--- src/rtl/ps_update_ctrl_if.sv ---
// rtl/ps_update_ctrl_if.sv - update-request, pipeline-drain, TLB-flush and committed-state signals of ps_update_ctrl
interface ps_update_ctrl_if;
   logic        i_upd_valid;
   logic        o_upd_ready;
   logic [1:0]  i_upd_priv;
   logic        i_upd_isa_c;
   logic [31:0] i_upd_satp;
   logic        i_pipe_empty;
   logic        o_stall_fetch;
   logic        o_tlb_flush_req;
   logic        i_tlb_flush_ack;
   logic [1:0]  o_priv;
   logic        o_isa_c;
   logic [31:0] o_satp;
   logic        o_upd_done;

   modport master (
      output i_upd_valid, i_upd_priv, i_upd_isa_c, i_upd_satp, i_pipe_empty, i_tlb_flush_ack,
      input  o_upd_ready, o_stall_fetch, o_tlb_flush_req, o_priv, o_isa_c, o_satp, o_upd_done
   );

   modport slave (
      input  i_upd_valid, i_upd_priv, i_upd_isa_c, i_upd_satp, i_pipe_empty, i_tlb_flush_ack,
      output o_upd_ready, o_stall_fetch, o_tlb_flush_req, o_priv, o_isa_c, o_satp, o_upd_done
   );
endinterface

--- src/rtl/ps_update_ctrl.sv ---
// rtl/ps_update_ctrl.sv - sequences atomic priv/isa_c/satp updates: stall, drain, optional TLB flush, commit
// Optional commit logging when PS_UPDATE_LOG_EN is defined (simulation only).
module ps_update_ctrl #(
   parameter logic [1:0] PRIV_RESET        = 2'b11,
   parameter logic       ISA_C_RESET       = 1'b1,
   parameter bit         TLB_FLUSH_ON_PRIV = 1'b0
) (
   input  logic          i_clk,
   input  logic          i_rst_n,
   ps_update_ctrl_if.slave bus,
   input  logic [31:0]   i_log_fd
);

   typedef enum logic [1:0] {S_IDLE, S_DRAIN, S_TLBF, S_COMMIT} state_t;

   state_t      state_q, state_d;
   logic [1:0]  pend_priv_q, pend_priv_d;
   logic        pend_isa_c_q, pend_isa_c_d;
   logic [31:0] pend_satp_q, pend_satp_d;
   logic [1:0]  priv_q, priv_d;
   logic        isa_c_q, isa_c_d;
   logic [31:0] satp_q, satp_d;
   logic        done_q, done_d;
   logic        flush_req_q, flush_req_d;
   logic        flush_needed;

   // Compared against committed values, so a request accepted on the done cycle sees the fresh state.
   assign flush_needed = (pend_satp_q != satp_q) |
                         (TLB_FLUSH_ON_PRIV & (pend_priv_q != priv_q));

   always_ff @(posedge i_clk or negedge i_rst_n) begin
      if (!i_rst_n) begin
         state_q      <= S_IDLE;
         pend_priv_q  <= 2'b00;
         pend_isa_c_q <= 1'b0;
         pend_satp_q  <= 32'h0;
         priv_q       <= PRIV_RESET;
         isa_c_q      <= ISA_C_RESET;
         satp_q       <= 32'h0;
         done_q       <= 1'b0;
         flush_req_q  <= 1'b0;
      end else begin
         state_q      <= state_d;
         pend_priv_q  <= pend_priv_d;
         pend_isa_c_q <= pend_isa_c_d;
         pend_satp_q  <= pend_satp_d;
         priv_q       <= priv_d;
         isa_c_q      <= isa_c_d;
         satp_q       <= satp_d;
         done_q       <= done_d;
         flush_req_q  <= flush_req_d;
      end
   end

   always_comb begin
      state_d      = state_q;
      pend_priv_d  = pend_priv_q;
      pend_isa_c_d = pend_isa_c_q;
      pend_satp_d  = pend_satp_q;
      priv_d       = priv_q;
      isa_c_d      = isa_c_q;
      satp_d       = satp_q;
      done_d       = 1'b0;
      case (state_q)
         S_IDLE: begin
            if (bus.i_upd_valid) begin
               pend_priv_d  = bus.i_upd_priv;
               pend_isa_c_d = bus.i_upd_isa_c;
               pend_satp_d  = bus.i_upd_satp;
               state_d      = S_DRAIN;
            end
         end
         S_DRAIN: begin
            if (bus.i_pipe_empty) state_d = flush_needed ? S_TLBF : S_COMMIT;
         end
         S_TLBF: begin
            if (bus.i_tlb_flush_ack) state_d = S_COMMIT;
         end
         S_COMMIT: begin
            priv_d  = pend_priv_q;
            isa_c_d = pend_isa_c_q;
            satp_d  = pend_satp_q;
            done_d  = 1'b1;
            state_d = S_IDLE;
         end
         default: state_d = S_IDLE;
      endcase
      // Registered level request: high exactly while the next state is TLBF.
      flush_req_d = (state_d == S_TLBF);
   end

   assign bus.o_upd_ready     = (state_q == S_IDLE);
   assign bus.o_stall_fetch   = (state_q != S_IDLE);
   assign bus.o_tlb_flush_req = flush_req_q;
   assign bus.o_priv          = priv_q;
   assign bus.o_isa_c         = isa_c_q;
   assign bus.o_satp          = satp_q;
   assign bus.o_upd_done      = done_q;

`ifdef PS_UPDATE_LOG_EN
   logic flushed_q;

   always_ff @(posedge i_clk or negedge i_rst_n) begin
      if (!i_rst_n)                flushed_q <= 1'b0;
      else if (state_q == S_TLBF)  flushed_q <= 1'b1;
      else if (state_q == S_IDLE)  flushed_q <= 1'b0;
   end

   always @(posedge i_clk) begin
      if (i_rst_n && state_q == S_COMMIT)
         $display("ps_update[%0d]: priv %0d->%0d isa_c %0d->%0d satp %08h->%08h tlb_flush=%0d",
                  i_log_fd, priv_q, pend_priv_q, isa_c_q, pend_isa_c_q, satp_q, pend_satp_q, flushed_q);
   end
`else
   logic unused_log_fd;
   assign unused_log_fd = |i_log_fd;
`endif

endmodule

--- src/flat_wrapper.sv ---
// flat-port wrapper written by rule: the top's interface ports become plain ports
module ps_update_ctrl_flat 
#(
   parameter logic [1:0] PRIV_RESET        = 2'b11,
   parameter logic       ISA_C_RESET       = 1'b1,
   parameter bit         TLB_FLUSH_ON_PRIV = 1'b0
)
  (i_clk, i_rst_n, i_log_fd, bus_i_upd_valid, bus_i_upd_priv, bus_i_upd_isa_c, bus_i_upd_satp, bus_i_pipe_empty, bus_i_tlb_flush_ack, bus_o_upd_ready, bus_o_stall_fetch, bus_o_tlb_flush_req, bus_o_priv, bus_o_isa_c, bus_o_satp, bus_o_upd_done);
  ps_update_ctrl_if bus_i ();
  input  logic i_clk;
  input  logic i_rst_n;
  input  logic [31:0] i_log_fd;
  input wire logic [$bits(bus_i.i_upd_valid)-1:0] bus_i_upd_valid;
  input wire logic [$bits(bus_i.i_upd_priv)-1:0] bus_i_upd_priv;
  input wire logic [$bits(bus_i.i_upd_isa_c)-1:0] bus_i_upd_isa_c;
  input wire logic [$bits(bus_i.i_upd_satp)-1:0] bus_i_upd_satp;
  input wire logic [$bits(bus_i.i_pipe_empty)-1:0] bus_i_pipe_empty;
  input wire logic [$bits(bus_i.i_tlb_flush_ack)-1:0] bus_i_tlb_flush_ack;
  output wire logic [$bits(bus_i.o_upd_ready)-1:0] bus_o_upd_ready;
  output wire logic [$bits(bus_i.o_stall_fetch)-1:0] bus_o_stall_fetch;
  output wire logic [$bits(bus_i.o_tlb_flush_req)-1:0] bus_o_tlb_flush_req;
  output wire logic [$bits(bus_i.o_priv)-1:0] bus_o_priv;
  output wire logic [$bits(bus_i.o_isa_c)-1:0] bus_o_isa_c;
  output wire logic [$bits(bus_i.o_satp)-1:0] bus_o_satp;
  output wire logic [$bits(bus_i.o_upd_done)-1:0] bus_o_upd_done;
  assign bus_i.i_upd_valid = bus_i_upd_valid;
  assign bus_i.i_upd_priv = bus_i_upd_priv;
  assign bus_i.i_upd_isa_c = bus_i_upd_isa_c;
  assign bus_i.i_upd_satp = bus_i_upd_satp;
  assign bus_i.i_pipe_empty = bus_i_pipe_empty;
  assign bus_i.i_tlb_flush_ack = bus_i_tlb_flush_ack;
  assign bus_o_upd_ready = bus_i.o_upd_ready;
  assign bus_o_stall_fetch = bus_i.o_stall_fetch;
  assign bus_o_tlb_flush_req = bus_i.o_tlb_flush_req;
  assign bus_o_priv = bus_i.o_priv;
  assign bus_o_isa_c = bus_i.o_isa_c;
  assign bus_o_satp = bus_i.o_satp;
  assign bus_o_upd_done = bus_i.o_upd_done;
  ps_update_ctrl #(.PRIV_RESET(PRIV_RESET), .ISA_C_RESET(ISA_C_RESET), .TLB_FLUSH_ON_PRIV(TLB_FLUSH_ON_PRIV)) u_core (.i_clk(i_clk), .i_rst_n(i_rst_n), .bus(bus_i), .i_log_fd(i_log_fd));
endmodule
--- config.mk ---
export PLATFORM = sky130hd
export DESIGN_NAME = ps_update_ctrl_flat
export DESIGN_NICKNAME = d
export VERILOG_FILES = /design/src/rtl/ps_update_ctrl_if.sv /design/src/rtl/ps_update_ctrl.sv /design/src/flat_wrapper.sv
export SDC_FILE = /design/constraint.sdc
export NUM_CORES = 1
export LEC_CHECK = 0
export CAP_MARGIN = 25
export CORE_AREA = 10 10 121 123
export DETAILED_ROUTE_END_ITERATION = 10
export DIE_AREA = 0 0 131 133
export HOLD_SLACK_MARGIN = 0.1
export PLACE_DENSITY_LB_ADDON = 0.12
export REMOVE_ABC_BUFFERS = 1
export SLEW_MARGIN = 0
export SYNTH_ARGS = -nofsm -noshare
export SYNTH_HDL_FRONTEND = slang
export SYNTH_SLANG_ARGS = --single-unit
--- constraint.sdc ---
create_clock -name i_clk -period 1.77 [get_ports i_clk]
set_clock_uncertainty 0.1 [all_clocks]
set_input_delay 0.2655 -clock i_clk [delete_from_list [all_inputs] [get_ports i_clk]]
set_output_delay 0.2655 -clock i_clk [all_outputs]
set_load 0.02 [all_outputs]
==> results.txt <==
status - complete, no violations
1st-iter DRT viols - 75
Mapped Cells - 208
Die ar. - 17420 sq um
CP max stage delay - 0.63 ns
# DRC - 0
clk root buf - clkbuf_16
Avg WL per Cell - 15.57 um
Overflow after GRT - 0
Critical Path RT - 1.40 ns
largest fanout on the critical path - 3
Arr. time, crit path - 1.36 ns
CTS tree - yes
CP Capture Type - output port
YS warnings - 0
largest net degree at the start of global routing - 59
Filler cells - 1219
RSZ-0062 raised after global routing - true
period utilization - 97.51%
#FFs+latches synth - 74
Leak - 1.970 nW
DRT Pass-1 Iters - 4
final setup vio count - 0
Pwr Density - 2032 nW/um^2
CP cell instances - clkdlybuf4s50_1
Detail Route Antenna Nets - 0
Initial Util - 26.29%
Final min period - 1.726 ns
H-tree depth - 3
syn_area_per_cell - 15.63 sq um
Non-Filler Instances - 476
commonest non-fill, non-tap cells in the layout - 71 x dfrtp_1, 64 x clkdlybuf4s50_1, 40 x mux2_2
f_max - 579.4 MHz
cell family with the largest share of critical-path delay - buffers and inverters
critical path type - flip-flop to output port
CTS Buffer Depth - 2
finished layout cell area - 4622 sq um
total of max-cap violations - 0
Placed Area - 4285 sq um
Slew headroom - 78.48%
Worst-Margin Slew - 0.3229 ns
number of clock sinks - 74
Slowest cell on crit path - clkdlybuf4s50_1
number of distinct library cells after synthesis - 20
I/O Pins - 111
site row count - 41
RR Startpoint - u_core.state_q[1]$_DFF_PN0_
initial antenna violation count - 0
layout cells sized above 1 - 33.88%
Synth Cell Area - 3251 sq um
core area - 12360 sq um
Die Width - 131 um
number of global-route vias before repair - 2202
most common cell after layout, fill and taps aside - dfrtp_1
Final Worst Setup Slack - 0.04407 ns
synthesis-to-finish area growth - 42.19%
reg2reg end - u_core.pend_priv_q[1]$_DFFE_PN0P_
Vias per Instance - 4.055
chip height - 133 um
hpwl dp - 5199 um
R2R Setup Slk - 0.13 ns
clock latency on the worst-skew pair - 0.33 ns
nets - 371
first-pass GRT wire length - 11980 um
Slew Viols, Final - 0
FF-to-FF path depth - 5
Num CTS Buffers - 9
Total GRT Usage - 8.981%
Placed Cells - 459
crit path launch type - flip-flop
Final Hold Viols - 0
I/O Buffers - 78
Buffers & Inverters on Critical Path - 1
class of the worst hold path - primary input to async pin
RePlAce Congestion - 0.6425
routed wire length - 7410 um
TNS Setup - 0 ns
pre-CTS setup slack - 0.04620 ns
Max VDD drop - 0.0006156 V
post-synthesis sequential area ratio - 57.08%
DR vias - 1930
clk slew on worst S/H paths - 0.06 ns
# diodes - 0
Final Hold Slack - 0.2423 ns
[through the flow]
stage / util [%] / power, mW
after floorplan: - / 5.996
after global placement: 34.66 / 7.706
after detailed placement: 34.66 / 7.747
after CTS: 37.16 / 9.617
after global routing: 37.38 / 10.02
final: 37.38 / 9.393
[power breakdown]
part	internal (mW)	switching (mW)	total, mW
sequential	2.60	0.750	3.35
clock	1.13	0.707	1.84
combinational	2.53	1.68	4.21
[routing by layer]
metal | routed length, um | vias up | GRT usage (%)
met2 | 3300 | 62 | 12.89
met4 | 112 | 0 | 3.523
met3 | 739 | 8 | 4.555
met5 | 0 | - | 0
li1 | - | 909 | -
met1 | 3258 | 951 | 11.13
[synthesized netlist by cell type]
cell	number	area (sq um)
inv_2	1	3.750
nand2b_1	1	6.260
mux2_4	30	450.4
or2_4	1	8.760
xnor2_1	32	280.3
buf_8	3	45.04
buf_2	3	15.01
inv_1	2	7.510
and2_4	1	8.760
dfrtp_1	71	1777
o21ai_0	3	15.01
buf_6	1	11.26
mux2_2	40	450.4
nor4_1	2	12.51
dfstp_2	3	78.83
nor2_1	1	3.750
nand2_1	3	11.26
o2bb2ai_1	1	8.760
nand4_1	8	50.05
a31oi_1	1	6.260
[what timing repair did]
action,CTS,global route
hold buffers,1,0
pin swaps,0,1
resized for setup,5,10
endpoints found under the hold margin,74,0
buffers inserted,0,0
setup endpoints to repair,5,11
[logic make-up after synthesis]
| family | Yosys count | share of synthesized area (%) |
|---|---|---|
| XOR/XNOR | 32 | 8.622 |
| AO/OA/AOI/OAI | 5 | 0.9238 |
| AND/OR/NAND/NOR | 17 | 3.118 |
| multiplexers | 70 | 27.71 |
| buffers and inverters | 10 | 2.540 |
| flip-flops | 74 | 57.08 |
[final cells by class]
cell class | count | area, sq um | area share (%)
Sequential cell | 74 | 1856 | 40.15
Multi-Input combinational cell | 124 | 1321 | 28.59
Timing Repair Buffer | 87 | 913.4 | 19.76
Clock buffer | 10 | 239.0 | 5.171
Tap cell | 172 | 215.2 | 4.656
Clock inverter | 6 | 66.31 | 1.435
Inverter | 3 | 11.26 | 0.2436
[sequential cells by signal, summed over array words and instances, names as in the netlist]
signal,cells
u_core.bus.o_isa_c,1
u_core.bus.o_satp,32
u_core.bus.o_priv,2
u_core.bus.o_upd_done,1
u_core.bus.o_tlb_flush_req,1
u_core.pend_isa_c_q,1
u_core.pend_priv_q,2
u_core.pend_satp_q,32
u_core.state_q,2
[how the worst max path moves through the flow]
stage	from	slack [ns]	to	cells past startpoint
2_1_floorplan	u_core.state_q[1]$_DFF_PN0_	-0.14	u_core.pend_isa_c_q$_DFFE_PN0P_	4
3_3_place_gp	bus_i_upd_valid	0.05	u_core.pend_priv_q[1]$_DFFE_PN0P_	4
3_5_place_dp	bus_i_upd_valid	0.05	u_core.pend_priv_q[1]$_DFFE_PN0P_	4
4_1_cts	u_core.bus.o_satp[5]$_DFFE_PN0P_	0.01	bus_o_satp[5]	1
5_1_grt	u_core.bus.o_satp[15]$_DFFE_PN0P_	-0.02	u_core.state_q[0]$_DFF_PN0_	6
6_report	u_core.bus.o_satp[15]$_DFFE_PN0P_	0.04	bus_o_satp[15]	1
(Power assumes the default switching activity.)
